<file path="src/rtl/multicycle_ctrl.sv">
// Main control FSM of the multicycle MIPS core: sequences every instruction class and drives all datapath strobes.
// Optional interrupt support (INT/ERET states, in_isr flag, irq_ack) is enabled by defining CTRL_IRQ_EN.
module multicycle_ctrl #(
    parameter logic [5:0]  OP_IN      = 6'b011100,
    parameter logic [5:0]  OP_OUT     = 6'b011101,
    parameter logic [5:0]  OP_ERET    = 6'b010000,
    parameter int unsigned IN_TIMEOUT = 0
) (
    input  logic       clk,
    input  logic       rst,
    input  logic [5:0] opcode,
    input  logic       irq,
    output logic       irq_ack,
    input  logic       uart_valid,
    output logic       uart_ack,
    output logic       leds_we,
    output logic [1:0] alu_op,
    output logic [1:0] alu_src_b,
    output logic [1:0] wreg_dst,
    output logic [1:0] wreg_data_sel,
    output logic [2:0] pc_source,
    output logic       mem_read,
    output logic       mem_write,
    output logic       i_or_d,
    output logic       reg_write,
    output logic       ir_write,
    output logic       pc_write,
    output logic       pc_write_cond,
    output logic       alu_src_a,
    output logic       imm_com,
    output logic       int_save_pc,
    output logic       load_uart
);

    localparam int unsigned CNT_W = (IN_TIMEOUT > 1) ? $clog2(IN_TIMEOUT) : 1;

    localparam logic [5:0] OPC_RTYPE = 6'b000000;
    localparam logic [5:0] OPC_LW    = 6'b100011;
    localparam logic [5:0] OPC_SW    = 6'b101011;
    localparam logic [5:0] OPC_BEQ   = 6'b000100;
    localparam logic [5:0] OPC_J     = 6'b000010;
    localparam logic [5:0] OPC_JAL   = 6'b000011;
    localparam logic [5:0] OPC_ADDI  = 6'b001000;
    localparam logic [5:0] OPC_ANDI  = 6'b001100;
    localparam logic [5:0] OPC_ORI   = 6'b001101;
    localparam logic [5:0] OPC_XORI  = 6'b001110;
    localparam logic [5:0] OPC_SLTI  = 6'b001010;

    typedef enum logic [4:0] {
        S_IDLE, S_FETCH, S_DECODE, S_MEM_ADDR, S_MEM_RD, S_MEM_WB, S_MEM_WR,
        S_R_EXEC, S_R_WB, S_I_EXEC, S_I_WB, S_BRANCH, S_JUMP, S_JAL,
        S_IN_WAIT, S_IN_WB, S_OUT, S_ERET, S_INT, S_END
    } state_e;

    typedef struct packed {
        logic [1:0] alu_op;
        logic [1:0] alu_src_b;
        logic [1:0] wreg_dst;
        logic [1:0] wreg_data_sel;
        logic [2:0] pc_source;
        logic       mem_read;
        logic       mem_write;
        logic       i_or_d;
        logic       reg_write;
        logic       ir_write;
        logic       pc_write;
        logic       pc_write_cond;
        logic       alu_src_a;
        logic       imm_com;
        logic       int_save_pc;
        logic       load_uart;
        logic       irq_ack;
        logic       leds_we;
    } ctrl_t;

    state_e           state_q, state_d;
    ctrl_t            ctrl_q, ctrl_d;
    logic [CNT_W-1:0] cnt_q, cnt_d;
    state_e           term_next_c;

`ifdef CTRL_IRQ_EN
    logic in_isr_q, in_isr_d;

    // Interrupts are only taken on an instruction boundary and never nest.
    assign term_next_c = (irq && !in_isr_q) ? S_INT : S_FETCH;
`else
    logic unused_irq;

    assign unused_irq  = irq;
    assign term_next_c = S_FETCH;
`endif

    always_comb begin
        state_d = state_q;
        cnt_d   = '0;
        ctrl_d  = '0;
`ifdef CTRL_IRQ_EN
        in_isr_d = in_isr_q;
`endif
        case (state_q)
            S_IDLE:     state_d = S_FETCH;
            S_FETCH:    state_d = S_DECODE;
            S_DECODE: begin
                case (opcode)
                    OPC_RTYPE:        state_d = S_R_EXEC;
                    OPC_LW, OPC_SW:   state_d = S_MEM_ADDR;
                    OPC_BEQ:          state_d = S_BRANCH;
                    OPC_J:            state_d = S_JUMP;
                    OPC_JAL:          state_d = S_JAL;
                    OPC_ADDI, OPC_ANDI, OPC_ORI, OPC_XORI, OPC_SLTI:
                                      state_d = S_I_EXEC;
                    OP_IN:            state_d = S_IN_WAIT;
                    OP_OUT:           state_d = S_OUT;
`ifdef CTRL_IRQ_EN
                    OP_ERET:          state_d = S_ERET;
`else
                    OP_ERET:          state_d = S_END;
`endif
                    default:          state_d = S_END;
                endcase
            end
            S_MEM_ADDR: state_d = (opcode == OPC_SW) ? S_MEM_WR : S_MEM_RD;
            S_MEM_RD:   state_d = S_MEM_WB;
            S_R_EXEC:   state_d = S_R_WB;
            S_I_EXEC:   state_d = S_I_WB;
            S_IN_WAIT: begin
                // Counter only advances when a timeout is configured; it clears on every exit.
                if (uart_valid) begin
                    state_d = S_IN_WB;
                end else if ((IN_TIMEOUT != 0) && (cnt_q == CNT_W'(IN_TIMEOUT - 1))) begin
                    state_d = S_END;
                end else if (IN_TIMEOUT != 0) begin
                    cnt_d = cnt_q + CNT_W'(1);
                end
            end
`ifdef CTRL_IRQ_EN
            S_INT: begin
                in_isr_d = 1'b1;
                state_d  = S_FETCH;
            end
            S_ERET: begin
                in_isr_d = 1'b0;
                state_d  = term_next_c;
            end
`endif
            default:    state_d = term_next_c;
        endcase

        // Strobes are decoded from the next state and registered, so they line up with state_q.
        case (state_d)
            S_FETCH: begin
                ctrl_d.mem_read  = 1'b1;
                ctrl_d.ir_write  = 1'b1;
                ctrl_d.pc_write  = 1'b1;
                ctrl_d.alu_src_b = 2'b01;
            end
            S_DECODE:   ctrl_d.alu_src_b = 2'b11;
            S_MEM_ADDR: begin
                ctrl_d.alu_src_a = 1'b1;
                ctrl_d.alu_src_b = 2'b10;
            end
            S_MEM_RD: begin
                ctrl_d.mem_read = 1'b1;
                ctrl_d.i_or_d   = 1'b1;
            end
            S_MEM_WB: begin
                ctrl_d.reg_write     = 1'b1;
                ctrl_d.wreg_data_sel = 2'b01;
            end
            S_MEM_WR: begin
                ctrl_d.mem_write = 1'b1;
                ctrl_d.i_or_d    = 1'b1;
            end
            S_R_EXEC: begin
                ctrl_d.alu_src_a = 1'b1;
                ctrl_d.alu_op    = 2'b10;
            end
            S_R_WB: begin
                ctrl_d.reg_write = 1'b1;
                ctrl_d.wreg_dst  = 2'b01;
            end
            S_I_EXEC: begin
                ctrl_d.alu_src_a = 1'b1;
                ctrl_d.alu_src_b = 2'b10;
                ctrl_d.alu_op    = 2'b10;
                ctrl_d.imm_com   = 1'b1;
            end
            S_I_WB:     ctrl_d.reg_write = 1'b1;
            S_BRANCH: begin
                ctrl_d.alu_src_a     = 1'b1;
                ctrl_d.alu_op        = 2'b01;
                ctrl_d.pc_write_cond = 1'b1;
                ctrl_d.pc_source     = 3'd1;
            end
            S_JUMP: begin
                ctrl_d.pc_write  = 1'b1;
                ctrl_d.pc_source = 3'd2;
            end
            S_JAL: begin
                ctrl_d.pc_write      = 1'b1;
                ctrl_d.pc_source     = 3'd2;
                ctrl_d.reg_write     = 1'b1;
                ctrl_d.wreg_dst      = 2'b10;
                ctrl_d.wreg_data_sel = 2'b10;
            end
            S_IN_WAIT:  ctrl_d.load_uart = 1'b1;
            S_IN_WB: begin
                ctrl_d.reg_write     = 1'b1;
                ctrl_d.wreg_data_sel = 2'b01;
            end
            S_OUT:      ctrl_d.leds_we = 1'b1;
`ifdef CTRL_IRQ_EN
            S_ERET: begin
                ctrl_d.pc_write  = 1'b1;
                ctrl_d.pc_source = 3'd4;
            end
            S_INT: begin
                ctrl_d.int_save_pc = 1'b1;
                ctrl_d.pc_write    = 1'b1;
                ctrl_d.pc_source   = 3'd3;
                ctrl_d.irq_ack     = 1'b1;
            end
`endif
            default:    ctrl_d = '0;
        endcase
    end

    always_ff @(posedge clk or negedge rst) begin
        if (!rst) begin
            state_q <= S_IDLE;
            ctrl_q  <= '0;
            cnt_q   <= '0;
`ifdef CTRL_IRQ_EN
            in_isr_q <= 1'b0;
`endif
        end else begin
            state_q <= state_d;
            ctrl_q  <= ctrl_d;
            cnt_q   <= cnt_d;
`ifdef CTRL_IRQ_EN
            in_isr_q <= in_isr_d;
`endif
        end
    end

    // Byte is consumed in the same cycle the datapath captures it.
    assign uart_ack      = uart_valid && (state_q == S_IN_WAIT);

    assign alu_op        = ctrl_q.alu_op;
    assign alu_src_b     = ctrl_q.alu_src_b;
    assign wreg_dst      = ctrl_q.wreg_dst;
    assign wreg_data_sel = ctrl_q.wreg_data_sel;
    assign pc_source     = ctrl_q.pc_source;
    assign mem_read      = ctrl_q.mem_read;
    assign mem_write     = ctrl_q.mem_write;
    assign i_or_d        = ctrl_q.i_or_d;
    assign reg_write     = ctrl_q.reg_write;
    assign ir_write      = ctrl_q.ir_write;
    assign pc_write      = ctrl_q.pc_write;
    assign pc_write_cond = ctrl_q.pc_write_cond;
    assign alu_src_a     = ctrl_q.alu_src_a;
    assign imm_com       = ctrl_q.imm_com;
    assign int_save_pc   = ctrl_q.int_save_pc;
    assign load_uart     = ctrl_q.load_uart;
    assign irq_ack       = ctrl_q.irq_ack;
    assign leds_we       = ctrl_q.leds_we;

endmodule

</file>
<file path="config.mk">
export PLATFORM = sky130hd
export DESIGN_NAME = multicycle_ctrl
export DESIGN_NICKNAME = d
export VERILOG_FILES = /design/src/rtl/multicycle_ctrl.sv
export SDC_FILE = /design/constraint.sdc
export NUM_CORES = 1
export LEC_CHECK = 0
export ABC_CLOCK_PERIOD_IN_PS = 6800
export CAP_MARGIN = 20
export CORE_ASPECT_RATIO = 0.7
export CORE_MARGIN = 1.5
export CORE_UTILIZATION = 25
export CTS_BUF_LIST = sky130_fd_sc_hd__clkbuf_4
export CTS_CLUSTER_DIAMETER = 40
export CTS_CLUSTER_SIZE = 40
export DETAILED_ROUTE_END_ITERATION = 8
export HOLD_SLACK_MARGIN = 0.12
export SLEW_MARGIN = 5
export SYNTH_ARGS = -nofsm -noshare
export SYNTH_HDL_FRONTEND = slang
export SYNTH_SLANG_ARGS = --single-unit
</file>
<file path="constraint.sdc">
create_clock -name clk -period 6.8 [get_ports clk]
set_clock_uncertainty 0.1 [all_clocks]
set_input_delay 1.02 -clock clk [delete_from_list [all_inputs] [get_ports clk]]
set_output_delay 1.02 -clock clk [all_outputs]
set_load 0.03 [all_outputs]
</file>
==> flow_metrics.env, run 1 <==
export IMPL_status="finished clean"
export IMPL_fin_tns_setup_ps=0
export IMPL_crit_path_frequent_cell="clkdlybuf4s50_1"
export IMPL_post_cts_buffers=0
export IMPL_root_buffer="clkbuf_4"
export IMPL_grt_usage=0.106
export IMPL_finalHoldViolCount=0
export IMPL_setup_viol=0
export IMPL_grt_pass1_vias=944
export IMPL_synth_area_um2=1340
export IMPL_port_buffers=30
export IMPL_min_period_ps=3550
export IMPL_cts_buffers=3
export IMPL_initial_utilization=0.258
export IMPL_max_slew_margin_rel=0.579
export IMPL_h_tree_depth=1
export IMPL_p_leak_nw=0.721
export IMPL_fp_dieH_um=64.3
export IMPL_synth_flop_cell="dfrtp_1"
export IMPL_first_pass_iters=4
export IMPL_area_growth_pct=29.2
export IMPL_finalWirelength_um=2990
export IMPL_async_reset_ff_frac=1.00
export IMPL_syn_area_per_cell_um2=10.2
export IMPL_yosys_warnings=0
export IMPL_drive_gt1_frac=0.154
export IMPL_internal_power_w=0.000410
export IMPL_synth_top_cell_area_share=0.447
export IMPL_drc=0
export IMPL_worst_path_buf_inv=2
export IMPL_slowest_delay_ps=710
export IMPL_cp_max_fo=2
export IMPL_clock_sinks=24
export IMPL_p_comb_frac=0.546
export IMPL_path_cells="clkdlybuf4s50_1, nand3_1, nor3_1, clkdlybuf4s50_1"
export IMPL_synth_edf_count=0
export IMPL_pwr_share_clk=0.140
export IMPL_diodes=0
export IMPL_dieArea_um2=5830
export IMPL_ctsResizeCount=0
export IMPL_synth_area_leaders="dfrtp_1 45%, buf_4 2.8%, a21oi_1 2.6%"
export IMPL_timing_fmax_mhz=281
export IMPL_seq_area_frac_synth=0.447
export IMPL_worstMarginPinSlew_ps=631
export IMPL_place_gp_congestion=0.821
export IMPL_vias_per_cell=4.58
export IMPL_cp_arrival_ps=2430
export IMPL_switching_share=0.439
export IMPL_rows=22
export IMPL_fin_nets=167
export IMPL_grt_max_degree=25
export IMPL_place_hpwl_um=2110
export IMPL_synth_top_cell_by_area="dfrtp_1"
export IMPL_routed_via_count=1044
export IMPL_antenna_found_initial=0
export IMPL_synth_cell_types=54
export IMPL_cp_end_kind="output port"
export IMPL_path_clk_slew_ps=130
export IMPL_cp_top_family="buffers and inverters"
export IMPL_rsz0062_at_grt="no"
export IMPL_antenna_left=0
export IMPL_die_w_um=90.6
export IMPL_grt_overflow=0
export IMPL_p_seq_frac=0.314
export IMPL_routedWlPerCell_um=13.1
export IMPL_cts_buffer_depth=2
export IMPL_cap_violations=0
export IMPL_start_kind="primary input"
export IMPL_fin_crit_sh=0.523
export IMPL_tritoncts="yes"
export IMPL_final_cells=228
export IMPL_ir_worst_vdd_mv=0.177
export IMPL_utilization=0.333
export IMPL_maxSlewViolCount=0
export IMPL_place_inst=223
export IMPL_yosysMostFrequentCell="dfrtp_1"
export IMPL_coreArea_um2=5200
export IMPL_syn_inst=131
export IMPL_hold_class="flip-flop to flip-flop"
export IMPL_synth_common_cells="24 x dfrtp_1, 9 x inv_1, 7 x a21oi_1, 7 x nor2_1"
export IMPL_io_pins=35
export IMPL_crit_slowest_cell="clkdlybuf4s50_1"
export IMPL_n_fill_cell=525
export IMPL_insertion_delay_ps=320
export IMPL_powerDensity_nw_per_um2=421
export IMPL_critPathKind="primary input to output port"
export IMPL_ys_ff_latch=24
export IMPL_cts_hold_buf=0
export IMPL_drtIter0Drc=75
export IMPL_worstPathRequired_ps=5680
export IMPL_p_sw_w=0.000321
export IMPL_grt_pass1_wl_um=4860
## registers in the layout (all words and copies together), names as in the netlist
name,count
mem_read,1
pc_source,1
mem_write,1
pc_write,1
alu_src_b,2
wreg_data_sel,2
pc_write_cond,1
state_q,5
leds_we,1
reg_write,1
wreg_dst,1
alu_src_a,1
imm_com,1
i_or_d,1
load_uart,1
ir_write,1
alu_op,2
## cell usage in the layout (no fill, tap or decap), types with 2 or more instances in the layout
cell,instances
a211o_1,2
a211oi_1,2
a21oi_1,7
a311o_1,2
and3b_1,2
clkbuf_4,3
clkdlybuf4s50_1,30
conb_1,3
dfrtp_1,24
inv_1,9
inv_2,2
nand2_1,5
nand2b_1,2
nand3_1,2
nor2_1,7
nor2b_1,2
nor3_1,3
nor3b_1,3
nor4_1,3
o2111ai_1,2
o21ai_0,3
or2_2,4
or3b_2,2
xnor2_1,2
## stage by stage
stage               hold WS (ps)  power (W)  setup WS [ps]  instance area, µm²
global placement             566   0.000624           3180                1670
CTS                          630   0.000735           3230                1720
finish                       618   0.000731           3250                1730
global route                 656   0.000778           3140                1730
detailed placement           598   0.000629           3110                1670
floorplan                    529   0.000520           3920                1350
## layout make-up
class | count | area, µm² | share of cell area
Sequential cell | 24 | 601 | 0.346
Tap cell | 72 | 90.1 | 0.0519
Clock inverter | 1 | 30.0 | 0.0173
Multi-Input combinational cell | 86 | 634 | 0.366
Timing Repair Buffer | 31 | 315 | 0.182
Clock buffer | 3 | 22.5 | 0.0130
Inverter | 11 | 41.3 | 0.0238
## power groups by stage
stage / logic, W / registers, W / clock network (W)
after detailed placement: 0.000398 / 0.000231 / 0
final: 0.000399 / 0.000230 / 0.000102
after global placement: 0.000392 / 0.000232 / 0
after CTS: 0.000400 / 0.000230 / 0.000106
after global routing: 0.000431 / 0.000236 / 0.000111
after floorplan: 0.000253 / 0.000267 / 0
## final timing paths
path,from,to,slack (ps),depth (start not counted)
setup / recovery,uart_valid,uart_ack,3250,4
hold / removal,state_q[2],i_or_d,620,1
setup reg to reg,state_q[4],reg_write,4310,6
hold reg to reg,state_q[2],i_or_d,620,1
max in group asynchronous,rst,pc_source[1],5350,2
min in group asynchronous,rst,mem_write,840,1
## kinds of logic after synthesis
logic type / after synthesis / share of synthesized area
xor gates and xnor gates: 2 / 0.0130
muxes: 1 / 0.00746
other: 1 / 0.00279
buffers and inverters: 23 / 0.0857
AOI/OAI and AO/OA: 29 / 0.190
and+or+nand+nor: 51 / 0.254
DFF: 24 / 0.447
## per-layer routing
metal	GRT usage	wire, µm	vias up
met2	0.146	1220	29
met1	0.158	1560	498
met4	0.0179	28	0
met5	0	0	-
li1	-	-	513
met3	0.0393	184	4
Note: power is estimated with default switching activity, not from simulation.
==> inputs of run 2 (changes only) <==
Settings changed: ABC_CLOCK_PERIOD_IN_PS 6800 to 3700.
Clock period 6.8 ns to 3.7 ns, I/O delays scaled along.
==> flow_metrics.env, run 2 (synthesis gave the netlist of run 1 again) <==
export IMPL_root_buffer="clkbuf_4"
export IMPL_vias_per_cell=4.57
export IMPL_fp_dieH_um=64.3
export IMPL_grt_max_degree=25
export IMPL_drive_gt1_frac=0.147
export IMPL_cts_hold_buf=0
export IMPL_min_period_ps=2820
export IMPL_tritoncts="yes"
export IMPL_place_hpwl_um=2090
export IMPL_cap_violations=0
export IMPL_cp_arrival_ps=2920
export IMPL_insertion_delay_ps=310
export IMPL_place_gp_congestion=0.814
export IMPL_first_pass_iters=4
export IMPL_grt_pass1_vias=939
export IMPL_area_growth_pct=27.2
export IMPL_antenna_found_initial=0
export IMPL_place_inst=223
export IMPL_coreArea_um2=5200
export IMPL_grt_pass1_wl_um=4800
export IMPL_dieArea_um2=5830
export IMPL_diodes=0
export IMPL_critPathKind="primary input to flip-flop"
export IMPL_holdWs_ps=361
export IMPL_hold_class="primary input to async pin"
export IMPL_final_common_cell="clkdlybuf4s50_1"
export IMPL_fin_tns_setup_ps=0
export IMPL_routedWlPerCell_um=12.7
export IMPL_powerDensity_nw_per_um2=740
export IMPL_worst_path_buf_inv=2
export IMPL_drtIter0Drc=63
export IMPL_max_slew_margin_rel=0.592
export IMPL_cts_buffers=3
export IMPL_rows=22
export IMPL_cp_top_family="simple AND/OR/NAND/NOR gates"
export IMPL_post_cts_buffers=0
export IMPL_antenna_left=0
export IMPL_start_kind="primary input"
export IMPL_utilization=0.328
export IMPL_final_cell_mix="30 x clkdlybuf4s50_1, 24 x dfrtp_1, 9 x inv_1"
export IMPL_worstMarginPinSlew_ps=611
export IMPL_grt_overflow=0
export IMPL_h_tree_depth=1
export IMPL_setup_viol=0
export IMPL_slowest_delay_ps=580
export IMPL_ctsResizeCount=0
export IMPL_final_cells=228
export IMPL_cts_buffer_depth=2
export IMPL_finalHoldViolCount=0
export IMPL_ir_worst_vdd_mv=0.330
export IMPL_fin_nets=167
export IMPL_largest_register_ffs=5
export IMPL_port_buffers=30
export IMPL_path_clk_slew_ps=120
export IMPL_fin_crit_sh=0.763
export IMPL_status="finished clean"
export IMPL_initial_utilization=0.258
export IMPL_rrSetupSlack_ps=1200
export IMPL_p_leak_nw=0.708
export IMPL_maxSlewViolCount=0
export IMPL_cp_end_kind="flip-flop"
export IMPL_worstPathRequired_ps=3790
export IMPL_io_pins=35
export IMPL_rsz0062_at_grt="no"
export IMPL_timing_fmax_mhz=354
export IMPL_top_register="state_q"
export IMPL_routed_via_count=1041
export IMPL_path_cells="clkdlybuf4s50_1, or3b_4, or3_4, a311oi_4, inv_1, nand3_1, a211oi_1"
export IMPL_finalWirelength_um=2900
export IMPL_clock_sinks=24
export IMPL_drc=0
export IMPL_grt_usage=0.105
export IMPL_cp_max_fo=10
export IMPL_die_w_um=90.6
export IMPL_crit_slowest_cell="clkdlybuf4s50_1"
==> run 2: per-stage QoR <==
stage               total power, W  cell area, µm²  setup slack, ps
floorplan                 0.000955            1350             1390
global placement           0.00115            1670              566
detailed placement         0.00115            1670              532
CTS                        0.00127            1690              881
global route               0.00136            1710              789
finish                     0.00126            1710              878
==> run 2: path summary, 6_finish.rpt <==
kind	from	endpoint	cells past startpoint
min reg2reg	state_q[2]	i_or_d	1
min	rst	mem_write	1
max	opcode[1]	alu_src_a	7
min in group clk	state_q[2]	i_or_d	1
max in group asynchronous	rst	wreg_data_sel[1]	2
max reg2reg	state_q[1]	reg_write	6
==> run 2: per-layer routing <==
| metal | vias up | global-route usage | part of all wire |
|---|---|---|---|
| met5 | - | 0 | 0 |
| met3 | 2 | 0.0369 | 0.062 |
| li1 | 519 | - | - |
| met1 | 487 | 0.160 | 0.53 |
| met4 | 0 | 0.0179 | 0.0031 |
| met2 | 33 | 0.139 | 0.40 |
==> run 2: worst reg2reg max path, stage by stage (launching register included) <==
cell and delay (ps):
dfrtp_1 620, or4b_4 530, a2111o_1 490, a31oi_4 260, nor2_2 100, inv_1 140
a311o_1 200
==> run 2: cell type report <==
| type | instances | area (µm²) |
|---|---|---|
| flip-flops and latches | 24 | 601 |
| well taps | 72 | 90.1 |
| clock buffers | 3 | 22.5 |
| repair buffers | 31 | 315 |
| inverters | 11 | 41.3 |
| fillers | 523 | 3490 |
| clock inverters | 1 | 3.75 |
| multi-input cells | 86 | 634 |
==> run 2: report_power, final <==
| group | leakage [nW] | switching [W] | internal [W] |
|---|---|---|---|
| combinational | 0.374 | 0.000426 | 0.000300 |
| clock | 0.0154 | 0.0000725 | 0.0000394 |
| sequential | 0.319 | 0.0000812 | 0.000344 |
| total | 0.708 | 0.000580 | 0.000683 |
==> inputs of run 3 (changes only) <==
Settings changed: ABC_CLOCK_PERIOD_IN_PS 3700 to 2400.
Clock period 3.7 ns to 2.4 ns, I/O delays scaled along.
==> flow_metrics.env, run 3 (synthesis gave the netlist of run 1 again) <==
export IMPL_slowest_delay_ps=490
export IMPL_place_inst=248
export IMPL_multi_input_area_um2=634
export IMPL_finalHoldViolCount=0
export IMPL_clock_sinks=24
export IMPL_die_w_um=90.6
export IMPL_final_cells=254
export IMPL_grt_overflow=0
export IMPL_drtIter0Drc=41
export IMPL_cts_buffer_depth=2
export IMPL_grt_pass1_wl_um=5170
export IMPL_status="finished clean"
export IMPL_largest_register_ffs=5
export IMPL_maxSlewViolCount=0
export IMPL_start_kind="primary input"
export IMPL_area_growth_pct=43.1
export IMPL_n_fill_cell=533
export IMPL_final_common_cell="clkdlybuf4s50_1"
export IMPL_worst_path_buf_inv=2
export IMPL_cts_hold_buf=0
export IMPL_fin_nets=193
export IMPL_grt_usage=0.112
export IMPL_port_buffers=30
export IMPL_grt_pass1_vias=1044
export IMPL_crit_slowest_cell="or4bb_1"
export IMPL_fin_tns_setup_ps=0
export IMPL_cp_end_kind="flip-flop"
export IMPL_io_pins=35
export IMPL_path_cells="clkdlybuf4s50_1, or4bb_1, a2111o_1, a31oi_4, buf_4, o21ai_2, nor3_1"
export IMPL_tritoncts="yes"
export IMPL_drive_gt1_frac=0.275
export IMPL_antenna_found_initial=0
export IMPL_path_clk_slew_ps=130
export IMPL_insertion_delay_ps=320
export IMPL_seq_area_um2=601
export IMPL_h_tree_depth=1
export IMPL_setup_viol=0
export IMPL_initial_utilization=0.258
export IMPL_final_cell_mix="29 x clkdlybuf4s50_1, 27 x buf_4, 24 x dfrtp_1"
export IMPL_finalWirelength_um=2990
export IMPL_antenna_left=0
export IMPL_place_gp_congestion=0.804
export IMPL_routed_via_count=1099
export IMPL_cp_arrival_ps=2430
export IMPL_rsz0062_at_grt="no"
export IMPL_fp_dieH_um=64.3
export IMPL_root_buffer="clkbuf_4"
export IMPL_utilization=0.369
export IMPL_p_leak_nw=0.852
export IMPL_fin_crit_sh=0.953
export IMPL_cp_top_family="compound AO/OA/AOI/OAI gates"
export IMPL_dieArea_um2=5830
export IMPL_rows=22
export IMPL_drc=0
export IMPL_place_hpwl_um=2210
export IMPL_top_register="state_q"
export IMPL_critPathKind="primary input to flip-flop"
export IMPL_cts_buffers=3
export IMPL_coreArea_um2=5200
export IMPL_hold_class="primary input to async pin"
export IMPL_min_period_ps=2290
export IMPL_diodes=0
export IMPL_routedWlPerCell_um=11.8
export IMPL_timing_fmax_mhz=437
export IMPL_cap_violations=0
export IMPL_worstPathRequired_ps=2540
export IMPL_ir_worst_vdd_mv=0.654
export IMPL_powerDensity_nw_per_um2=1190
export IMPL_vias_per_cell=4.33
export IMPL_first_pass_iters=4
export IMPL_cp_max_fo=5
export IMPL_grt_max_degree=25
## run 3: changes by cell type in the layout (fill, tap and decap cells not counted)
cell / change
dlygate4sd2_1: +1
clkdlybuf4s50_1: -1
buf_8: -1
bufinv_16: +1
clkinv_1: -1
buf_4: +27
## run 3: per-layer routing
metal | part of all wire | track usage | up-vias
met5 | 0 | 0 | -
met4 | 0 | 0.0119 | 0
met3 | 0.055 | 0.0393 | 0
met2 | 0.38 | 0.157 | 28
met1 | 0.56 | 0.168 | 504
li1 | - | - | 567
## run 3: final cells by class
cell class	instances	share of cell area
Timing Repair Buffer	57	0.261
Sequential cell	24	0.313
Multi-Input combinational cell	86	0.330
Clock buffer	3	0.0117
Tap cell	72	0.0469
Clock inverter	1	0.0156
Inverter	11	0.0215
## run 3: worst paths after layout
check                           startpoint          to  slack (ps)  depth (start not counted)
worst max-delay path             opcode[2]     imm_com         110                          7
worst min-delay path                   rst   mem_write         280                          2
worst max register to register  state_q[4]     imm_com         140                          6
worst min register to register  state_q[2]      i_or_d         520                          2
max in group asynchronous              rst  state_q[3]        1690                          2
min in group clk                state_q[2]      i_or_d         520                          2
## run 3: stage by stage
stage / setup WS [ps] / hold slack, ps / cell area, µm² / total power, W
2_1_floorplan: 178 / -35.6 / 1350 / 0.00147
3_3_place_gp: -267 / 511 / 1850 / 0.00199
3_5_place_dp: -269 / 503 / 1850 / 0.00199
4_1_cts: 65.8 / 286 / 1910 / 0.00230
5_1_grt: 5.79 / 285 / 1920 / 0.00246
6_report: 113 / 281 / 1920 / 0.00229
## run 3: power breakdown
group	total (W)	internal (W)	leakage (nW)	switching, W
Sequential	0.000589	0.000531	0.319	0.0000585
Clock	0.000294	0.000169	0.0279	0.000125
Combinational	0.00141	0.000636	0.505	0.000773
## run 3: timing repair
| item | 4_1_cts | 5_1_grt |
|---|---|---|
| endpoints found under the setup margin | 1 | 6 |
| setup buffers | 0 | 2 |
| resized for setup | 1 | 0 |
| endpoints found under the hold margin | 0 | 0 |
| pin swaps | 0 | 1 |
